$ cat src/rtl/vga_fb_writer.sv
// vga_fb_writer
//   Write-side engine for the 1-bit VGA frame buffer (160x120 logical pixels).
//   It takes draw commands over a valid/ready handshake. The commands are pixel,
//   fill rectangle and full-screen clear. Each command becomes one buffer write
//   per clock, in raster order (X inner loop, Y outer loop).
//   The buffer address map is {Y[6:0], X[7:0]}.
//
// Ports
//   CLK, RESET            clock; synchronous active-high reset
//   CMD_VALID/CMD_READY   command handshake
//   CMD_OP                00 pixel, 01 fill rect, 10 clear, 11 reserved
//   CMD_X0/Y0, X1/Y1      start corner / inclusive end corner (end used by fill)
//   CMD_COLOUR            value to write
//   BUF_WE/ADDR/DATA      frame buffer write port
//   BUSY                  command executing (inverse of CMD_READY)
//   DONE                  one-cycle pulse when a command completes
//
// state  | meaning
// IDLE   | waiting for a command, CMD_READY=1
// DRAW   | one buffer write per cycle, BUF_WE=1
// FINISH | DONE pulse; also accepts the next command
module vga_fb_writer #(
  parameter int H_PIXELS = 160,
  parameter int V_PIXELS = 120
) (
  input  logic        CLK,
  input  logic        RESET,
  input  logic        CMD_VALID,
  output logic        CMD_READY,
  input  logic [1:0]  CMD_OP,
  input  logic [7:0]  CMD_X0,
  input  logic [6:0]  CMD_Y0,
  input  logic [7:0]  CMD_X1,
  input  logic [6:0]  CMD_Y1,
  input  logic        CMD_COLOUR,
  output logic        BUF_WE,
  output logic [14:0] BUF_ADDR,
  output logic        BUF_DATA,
  output logic        BUSY,
  output logic        DONE
);

  localparam logic [7:0] X_MAX = 8'(H_PIXELS - 1);
  localparam logic [6:0] Y_MAX = 7'(V_PIXELS - 1);

  typedef enum logic [1:0] {IDLE, DRAW, FINISH} state_t;

  state_t      state_q, state_d;
  logic [7:0]  x_q, x_d, x0_q, x0_d, x1_q, x1_d;
  logic [6:0]  y_q, y_d, y1_q, y1_d;
  logic        colour_q, colour_d;
  logic        we_q, we_d, data_q, data_d, ready_q, ready_d, busy_q, busy_d, done_q, done_d;
  logic [14:0] addr_q, addr_d;

  // This block turns the incoming command into a clipped rectangle.
  // A pixel command is a 1x1 rectangle. dec_any is low when there is nothing to write.
  logic [7:0] dec_x0, dec_x1;
  logic [6:0] dec_y0, dec_y1;
  logic       dec_any;

  always_comb begin
    dec_x0  = CMD_X0;
    dec_y0  = CMD_Y0;
    dec_x1  = CMD_X0;
    dec_y1  = CMD_Y0;
    dec_any = 1'b0;
    case (CMD_OP)
      2'b00: dec_any = (CMD_X0 <= X_MAX) && (CMD_Y0 <= Y_MAX);
      2'b01: begin
        dec_x1  = (CMD_X1 > X_MAX) ? X_MAX : CMD_X1;
        dec_y1  = (CMD_Y1 > Y_MAX) ? Y_MAX : CMD_Y1;
        dec_any = (CMD_X0 <= X_MAX) && (CMD_Y0 <= Y_MAX) &&
                  (dec_x1 >= CMD_X0) && (dec_y1 >= CMD_Y0);
      end
      2'b10: begin
        dec_x0  = 8'd0;
        dec_y0  = 7'd0;
        dec_x1  = X_MAX;
        dec_y1  = Y_MAX;
        dec_any = 1'b1;
      end
      default: dec_any = 1'b0;
    endcase
  end

  always_comb begin
    state_d  = state_q;
    x_d      = x_q;
    y_d      = y_q;
    x0_d     = x0_q;
    x1_d     = x1_q;
    y1_d     = y1_q;
    colour_d = colour_q;
    addr_d   = addr_q;
    we_d     = 1'b0;
    data_d   = 1'b0;
    done_d   = 1'b0;
    ready_d  = ready_q;
    case (state_q)
      IDLE, FINISH: begin
        ready_d = 1'b1;
        state_d = IDLE;
        if (CMD_VALID && ready_q) begin
          x0_d     = dec_x0;
          x1_d     = dec_x1;
          y1_d     = dec_y1;
          colour_d = CMD_COLOUR;
          if (dec_any) begin
            state_d = DRAW;
            x_d     = dec_x0;
            y_d     = dec_y0;
            we_d    = 1'b1;
            data_d  = CMD_COLOUR;
            addr_d  = {dec_y0, dec_x0};
            ready_d = 1'b0;
          end else begin
            state_d = FINISH;
            done_d  = 1'b1;
          end
        end
      end
      DRAW: begin
        // x_q/y_q hold the coordinate that is on BUF_ADDR in this cycle.
        if (x_q == x1_q && y_q == y1_q) begin
          state_d = FINISH;
          done_d  = 1'b1;
          ready_d = 1'b1;
        end else begin
          if (x_q == x1_q) begin
            x_d = x0_q;
            y_d = y_q + 7'd1;
          end else begin
            x_d = x_q + 8'd1;
          end
          we_d   = 1'b1;
          data_d = colour_q;
          addr_d = {y_d, x_d};
        end
      end
      default: begin
        state_d = IDLE;
        ready_d = 1'b1;
      end
    endcase
    busy_d = ~ready_d;
  end

  always_ff @(posedge CLK) begin
    if (RESET) begin
      state_q  <= IDLE;
      x_q      <= '0;
      y_q      <= '0;
      x0_q     <= '0;
      x1_q     <= '0;
      y1_q     <= '0;
      colour_q <= 1'b0;
      addr_q   <= '0;
      we_q     <= 1'b0;
      data_q   <= 1'b0;
      done_q   <= 1'b0;
      ready_q  <= 1'b1;
      busy_q   <= 1'b0;
    end else begin
      state_q  <= state_d;
      x_q      <= x_d;
      y_q      <= y_d;
      x0_q     <= x0_d;
      x1_q     <= x1_d;
      y1_q     <= y1_d;
      colour_q <= colour_d;
      addr_q   <= addr_d;
      we_q     <= we_d;
      data_q   <= data_d;
      done_q   <= done_d;
      ready_q  <= ready_d;
      busy_q   <= busy_d;
    end
  end

  assign CMD_READY = ready_q;
  assign BUSY      = busy_q;
  assign DONE      = done_q;
  assign BUF_WE    = we_q;
  assign BUF_ADDR  = addr_q;
  assign BUF_DATA  = data_q;

endmodule

$ cat config.mk
export PLATFORM = sky130hd
export DESIGN_NAME = vga_fb_writer
export DESIGN_NICKNAME = d
export VERILOG_FILES = /design/src/rtl/vga_fb_writer.sv
export SDC_FILE = /design/constraint.sdc
export NUM_CORES = 1
export LEC_CHECK = 0
export ABC_AREA = 1
export ABC_CLOCK_PERIOD_IN_PS = 6400
export CAP_MARGIN = 20
export CORE_MARGIN = 2
export CORE_UTILIZATION = 35
export DETAILED_ROUTE_END_ITERATION = 7
export PLACE_DENSITY = 0.54
export SYNTH_ARGS = -nofsm -noshare
export SYNTH_HDL_FRONTEND = slang
export SYNTH_SLANG_ARGS = --single-unit
$ cat constraint.sdc
create_clock -name CLK -period 6.4 [get_ports CLK]
set_clock_uncertainty 0.1 [all_clocks]
set_input_delay 1.28 -clock CLK [delete_from_list [all_inputs] [get_ports CLK]]
set_output_delay 1.28 -clock CLK [all_outputs]
set_load 0.02 [all_outputs]
==> Yosys cells after proc, flatten, opt, wreduce, memory -nomap -nowiden <==
Cells that the tools add are included.
{ "totals": {"input_bits": 36, "elab_cells": 83, "register_bits": 61} }
{ "op_classes": {"eq_ne": 10, "bitwise_logic": 1, "muxes": 40, "add_sub_neg": 2, "order_cmp": 6, "n_reduce_logical": 11} }
{ "op_table": {"columns": ["op", "count"], "rows": [
  ["$mux 8", 6],
  ["$mux 15", 3],
  ["$mux 7", 6],
  ["$pmux 8 s2", 2],
  ["$pmux 15 s2", 1],
  ["$pmux 7 s2", 2],
  ["$mux 1", 11],
  ["$add 8x1->8 const B", 1],
  ["$eq 8x8->1", 1],
  ["$ge 8x8->1", 1],
  ["$gt 8x8->1 const B", 1],
  ["$le 8x8->1 const B", 1],
  ["$ne 2x2->1 const B", 4],
  ["$pmux 1 s2", 4],
  ["$add 7x1->7 const B", 1],
  ["$eq 7x7->1", 1],
  ["$ge 7x7->1", 1],
  ["$gt 7x7->1 const B", 1],
  ["$le 7x7->1 const B", 1],
  ["$mux 2", 3],
  ["$logic_and 1x1->1", 5],
  ["$eq 2x1->1 const B", 2],
  ["$eq 2x2->1 const B", 2],
  ["$logic_not 2->1", 2],
  ["other kinds (7)", 7]
]} }

==> Longest topological paths before layout <==
{ "logic_depth": {"word_depth": 10, "depth_mapped": 19, "ltp_nobuf": 19} }

==> Worst setup path after synthesis <==
OpenSTA, ideal clock, no wires.
{ "synth_timing": {"path_type": "in2reg", "start": "input port CMD_X1[6]", "end": "register y_q[2]", "arrival_time_ns": 3.153, "t_required_ns": 6.184, "setup_time_ns": 0.116, "slack_ns": 3.031, "path_stages": 18, "path_cell_list": "o21ai_0 > inv_1 > or2_2 > ha_1 > nand2_1 > nor2_1 > nor2_1 > nand2_1 > nand2_1 > nand2_1 > nand4_1 > nand3_1 > nand3_1 > nand2_4 > buf_6 > nand3_2 > nand2_1 > nor2_1"} }
{ "synth_between": {"elab_chain_cells": 8} }
{ "synth_rtl": {"columns": ["element", "line_no", "rtl"], "rows": [
  ["start: declaration", "33", "input logic [7:0] CMD_X1,"],
  ["$gt 8x8->1", "70", "dec_x1 = (CMD_X1 > X_MAX) ? X_MAX : CMD_X1;"],
  ["$mux 8 *", "70", null],
  ["$ge 8x8->1 *", "73", "(dec_x1 >= CMD_X0) && (dec_y1 >= CMD_Y0);"],
  ["$logic_and 1x1->1 *", "72", "dec_any = (CMD_X0 <= X_MAX) && (CMD_Y0 <= Y_MAX) &&"],
  ["$logic_and 1x1->1 *", "73", null],
  ["$pmux 1 s3 *", "67", "case (CMD_OP)"],
  ["$ne 2x2->1 (no line) *", null, null],
  ["$reduce_and 4->1 (no line) *", null, null],
  ["end signal: assignment", "166", "y_q <= y_d;"],
  ["end: declaration", "50", "logic [6:0] y_q, y_d, y1_q, y1_d;"]
]} }
Mark *: on every way between the ends. The rest lies on a longest branch, timed or not.
A chain may end at the register's enable or synchronous reset.

==> Final worst setup path <==
{ "layout_timing": {"start": "input port CMD_X1[6]", "end": "register ready_q (netlist: CMD_READY)"} }
{ "layout_between": {"elab_chain_cells": 9} }
{ "layout_rtl": {"columns": ["element", "line_no", "rtl"], "rows": [
  ["$gt 8x8->1", "70", null],
  ["$mux 8 *", "70", null],
  ["$ge 8x8->1 *", "73", null],
  ["$logic_and 1x1->1 *", "72", null],
  ["$logic_and 1x1->1 *", "73", null],
  ["$pmux 1 s3 *", "67", null],
  ["$mux 1 *", "108", "if (dec_any) begin"],
  ["$mux 1 *", "103", "if (CMD_VALID && ready_q) begin"],
  ["$pmux 1 s2 *", "99", "case (state_q)"],
  ["end signal: assignment", "175", "ready_q <= ready_d;"],
  ["end: declaration", "52", "logic we_q, we_d, data_q, data_d, ready_q, ready_d, busy_q, busy_d, done_q, done_d;"]
]} }
Marked as above.

==> flow_summary_export.csv <==
group,metric,value,unit
run_status,status,"completed",
cts,post_cts_resized,0,
global_routing,grtUsageTotal,16.5,%
pwr,p_comb_share,29.0,%
cts,number_of_buffers_inserted_by_hold_repair_at_cts,0,
cts,root_buffer,"sky130_fd_sc_hd__clkbuf_8",
logic_synthesis,synth_async_sr_flop_share,0,%
placed_design,place_congestion,0.833,
setup_path,critical_path.most_common_cell,"sky130_fd_sc_hd__nand2_1",
layout,layout.nets,545,
global_routing,grt_remaining_overflow,0,
setup_path,worst_path_slowest_cell,"sky130_fd_sc_hd__clkdlybuf4s50_1",
setup_path,data_required_critical_path,6490,ps
logic_synthesis,synth.yosys.seq_area_share,30.3,%
logic_synthesis,synthXorXnorAreaFrac,5.19,%
detailed_routing,drt_first_iter_violations,113,
setup_path,crit_type,"in2reg",
layout,relative_area_change_from_synthesis_to_final_layout,22.8,%
pwr,vdd_drop_max,0.0933,mV
cts,clk_transition_reported_paths,90,ps
cts,clockBufferDepth,2,
global_routing,antenna_found_initial,0,
die,num_io_pins,56,
logic_synthesis,synth.area.mux_share,0,%
global_routing,grt_pass1_wl,13000,um
timing,final.setup.tns,0,ps
die,core_region_area,8300,um^2
setup_path,critPathMaxStageDelay,410,ps
setup_path,setup.worst_path.end_class,"flip-flop",
timing,max_freq,253,MHz
logic_synthesis,synthSimpleGateAreaFrac,28.8,%
global_routing,first_global_vias,2622,
setup_path,crit_fanout,23,
logic_synthesis,synth_edf_count,0,
pwr,clock_power_share,27.5,%
layout,drive_gt1_share,5.93,%
logic_synthesis,synth_top_cells_by_area,"sky130_fd_sc_hd__dfxtp_1 (30%), sky130_fd_sc_hd__nand2_1 (12%), sky130_fd_sc_hd__ha_1 (8.7%)",
logic_synthesis,synth-warning-count,0,
logic_synthesis,synth_flop_cell,"sky130_fd_sc_hd__dfxtp_1",
timing,tightestPinTransition,914,ps
placed_design,dp_hpwl,6070,um
global_routing,grt_max_degree,38,
layout,non_filler_cells_final,594,
pwr,power.switching,0.000265,W
logic_synthesis,netlist_area,3040,um^2
detailed_routing,post_drt_wl_per_cell,13.2,um
timing,relative_max_transition_margin,39.1,%
flow_run,cap_viol_max_count,0,
placed_design,placement.setup.worst_slack,2090,ps
layout,finalCoreUtilization,44.9,%
logic_synthesis,synth_cell_types,40,
detailed_routing,antenna_violating_nets_post_route,0,
die,die_area,9430,um^2
cts,tritoncts,"done",
detailed_routing,per_cell_via_count_in_the_routed_design,4.87,
timing,finalHoldViolations,0,
logic_synthesis,netlist_top_cells_count,"sky130_fd_sc_hd__nand2_1 (94), sky130_fd_sc_hd__nor2_1 (59), sky130_fd_sc_hd__dfxtp_1 (46), sky130_fd_sc_hd__inv_1 (46), sky130_fd_sc_hd__o21ai_0 (24)",
timing,timing.final.crit_share,61.8,%
worst_hold_path,worst_hold_path.num_cells,2,
timing,final.setup.worst_slack,2450,ps
placed_design,place.port_buffers,55,
pwr,power_density,213,nW/um^2
timing,grt_setup_unrepaired,"false",
die,chipHeight,97.1,um
pwr,cell_internal_pwr,0.000531,W
pwr,total_leakage_power,1.65,nW
layout,diodes,0,
logic_synthesis,netlist.area_leader.share,30.3,%
logic_synthesis,syn_inst,447,
logic_synthesis,syn_nets,504,
setup_path,worstPathCellList,"clkdlybuf4s50_1, o21ai_0, inv_1, or2_2, ha_1, nand2_1, nor2_1, nor2_1, nand2_1, nand2_1, nand2_1, nand4_1, nand3_1, nand3_1, nand2_4, inv_4, nor2_1, nand2_1",
worst_hold_path,hold_path_class,"reg2reg",
setup_path,path_depth,18,
die,fp.dieW,97.1,um
logic_synthesis,synth-seq-cells,46,
placed_design,dp_cells,586,
setup_path,crit_path_start_kind,"input pin",
die,initial_cell_density_of_the_core,36.6,%
detailed_routing,firstDrtPassIters,4,
cts,cts-buffers-inserted,5,
logic_synthesis,fraction_of_the_mapped_netlist_area_in_compound_gates,16.8,%
logic_synthesis,cell_accounting_for_the_most_synthesized_area,"sky130_fd_sc_hd__dfxtp_1",
detailed_routing,drt_drc_violations_left,0,
cts,clock_tree.htree_level_count,2,
pwr,switching_share,33.3,%
timing,final_period_minus_worst_setup_slack,3950,ps
timing,holdWs,367,ps
pwr,seq_power_share,43.5,%
detailed_routing,num_vias,2891,
logic_synthesis,combinational_family_with_the_most_area_after_synthesis,"simple AND/OR/NAND/NOR gates",
setup_path,worstPathArrival,4040,ps
detailed_routing,drt_wl_total,7820,um
logic_synthesis,synth_area_per_cell,6.79,um^2
setup_path,critical_path_buf_inv_count,3,
setup_path,worst_path_dominant_cell_family,"simple AND/OR/NAND/NOR gates",
logic_synthesis,post-synth-top-count-cell,"sky130_fd_sc_hd__nand2_1",
timing,setup_violations,0,
setup_path,rr_worst_depth,8,
cts,cts_setup_buffers,0,
timing,final-max-slew-violation-count,0,
logic_synthesis,post_synth_fa_ha_maj_area_fraction,8.66,%
cts,clkSinkCount,46,
die,core.rowCount,33,
cts,worstSkewPairLatency,300,ps
-- final timing paths --
path | start | end | slack, ps
hold reg to reg | colour_q | BUF_DATA | 370
setup reg to reg | state_q[0] | CMD_READY | 3670
setup / recovery | CMD_X1[6] | CMD_READY | 2450
hold / removal | colour_q | BUF_DATA | 370
-- placed cells by master, fill, tap and decap left out, types with 8 or more instances in the layout --
cell type and count:
sky130_fd_sc_hd__dfxtp_1 46, sky130_fd_sc_hd__nand2_1 94, sky130_fd_sc_hd__ha_1 21, sky130_fd_sc_hd__o21ai_1 8, sky130_fd_sc_hd__clkdlybuf4s50_1 55, sky130_fd_sc_hd__a31oi_1 15, sky130_fd_sc_hd__xor2_1 17, sky130_fd_sc_hd__nor3_1 9
sky130_fd_sc_hd__a21oi_1 22, sky130_fd_sc_hd__nand3_1 12, sky130_fd_sc_hd__o21ai_0 24, sky130_fd_sc_hd__inv_1 46, sky130_fd_sc_hd__nor2_1 59
-- kinds of logic after synthesis --
logic type / Yosys count
buffers and inverters: 76
AOI/OAI and AO/OA: 86
xor gates and xnor gates: 18
and+or+nand+nor: 200
DFF: 46
adders and majority gates: 21
-- per-layer routing --
metal  vias to the layer above  share of wire, %  track usage, %
li1                       1544                 -               -
met1                      1281                51            23.9
met2                        61                43            26.1
met3                         5               4.6            2.30
met4                         0               1.0            3.90
met5                         -                 0               0
-- sequential cells by signal, summed over array words and instances, names as in the netlist --
signal / flops
BUF_ADDR: 1
BUF_DATA: 1
BUF_WE: 1
BUSY: 1
CMD_READY: 1
DONE: 1
colour_q: 1
state_q: 2
x0_q: 8
x1_q: 8
x_q: 7
y1_q: 7
y_q: 7
-- power groups by stage --
stage / Sequential [W] / Clock [W] / Combinational (W)
2_1_floorplan: 0.000358 / 0 / 0.000141
3_3_place_gp: 0.000352 / 0 / 0.000228
3_5_place_dp: 0.000352 / 0 / 0.000232
4_1_cts: 0.000345 / 0.000224 / 0.000232
5_1_grt: 0.000350 / 0.000236 / 0.000260
6_report: 0.000346 / 0.000219 / 0.000231
-- through the flow --
step                      instance area, um^2  total power (W)
after detailed placement                 3620         0.000583
after floorplan                          3040         0.000500
after global routing                     3730         0.000846
after CTS                                3730         0.000801
after global placement                   3620         0.000581
final                                    3730         0.000795
-- worst reg2reg max path: stages, from the launching register on --
cell                      delay [ps]
sky130_fd_sc_hd__dfxtp_1         330
sky130_fd_sc_hd__inv_2            70
sky130_fd_sc_hd__nand3_1         450
sky130_fd_sc_hd__inv_1           760
sky130_fd_sc_hd__nand3_1         270
sky130_fd_sc_hd__nand2_4         310
sky130_fd_sc_hd__inv_4           110
sky130_fd_sc_hd__nor2_1          120
sky130_fd_sc_hd__nand2_1          90
-- cell type report --
type | count | area [um^2]
inverter | 55 | 209
clock buffer | 6 | 72.6
fill | 850 | 4570
sequential | 46 | 921
tap | 105 | 131
clock inverter | 2 | 37.5
multi-input combinational | 325 | 1800
timing repair buffer | 55 | 551
Power figures use the tool's default switching activity.
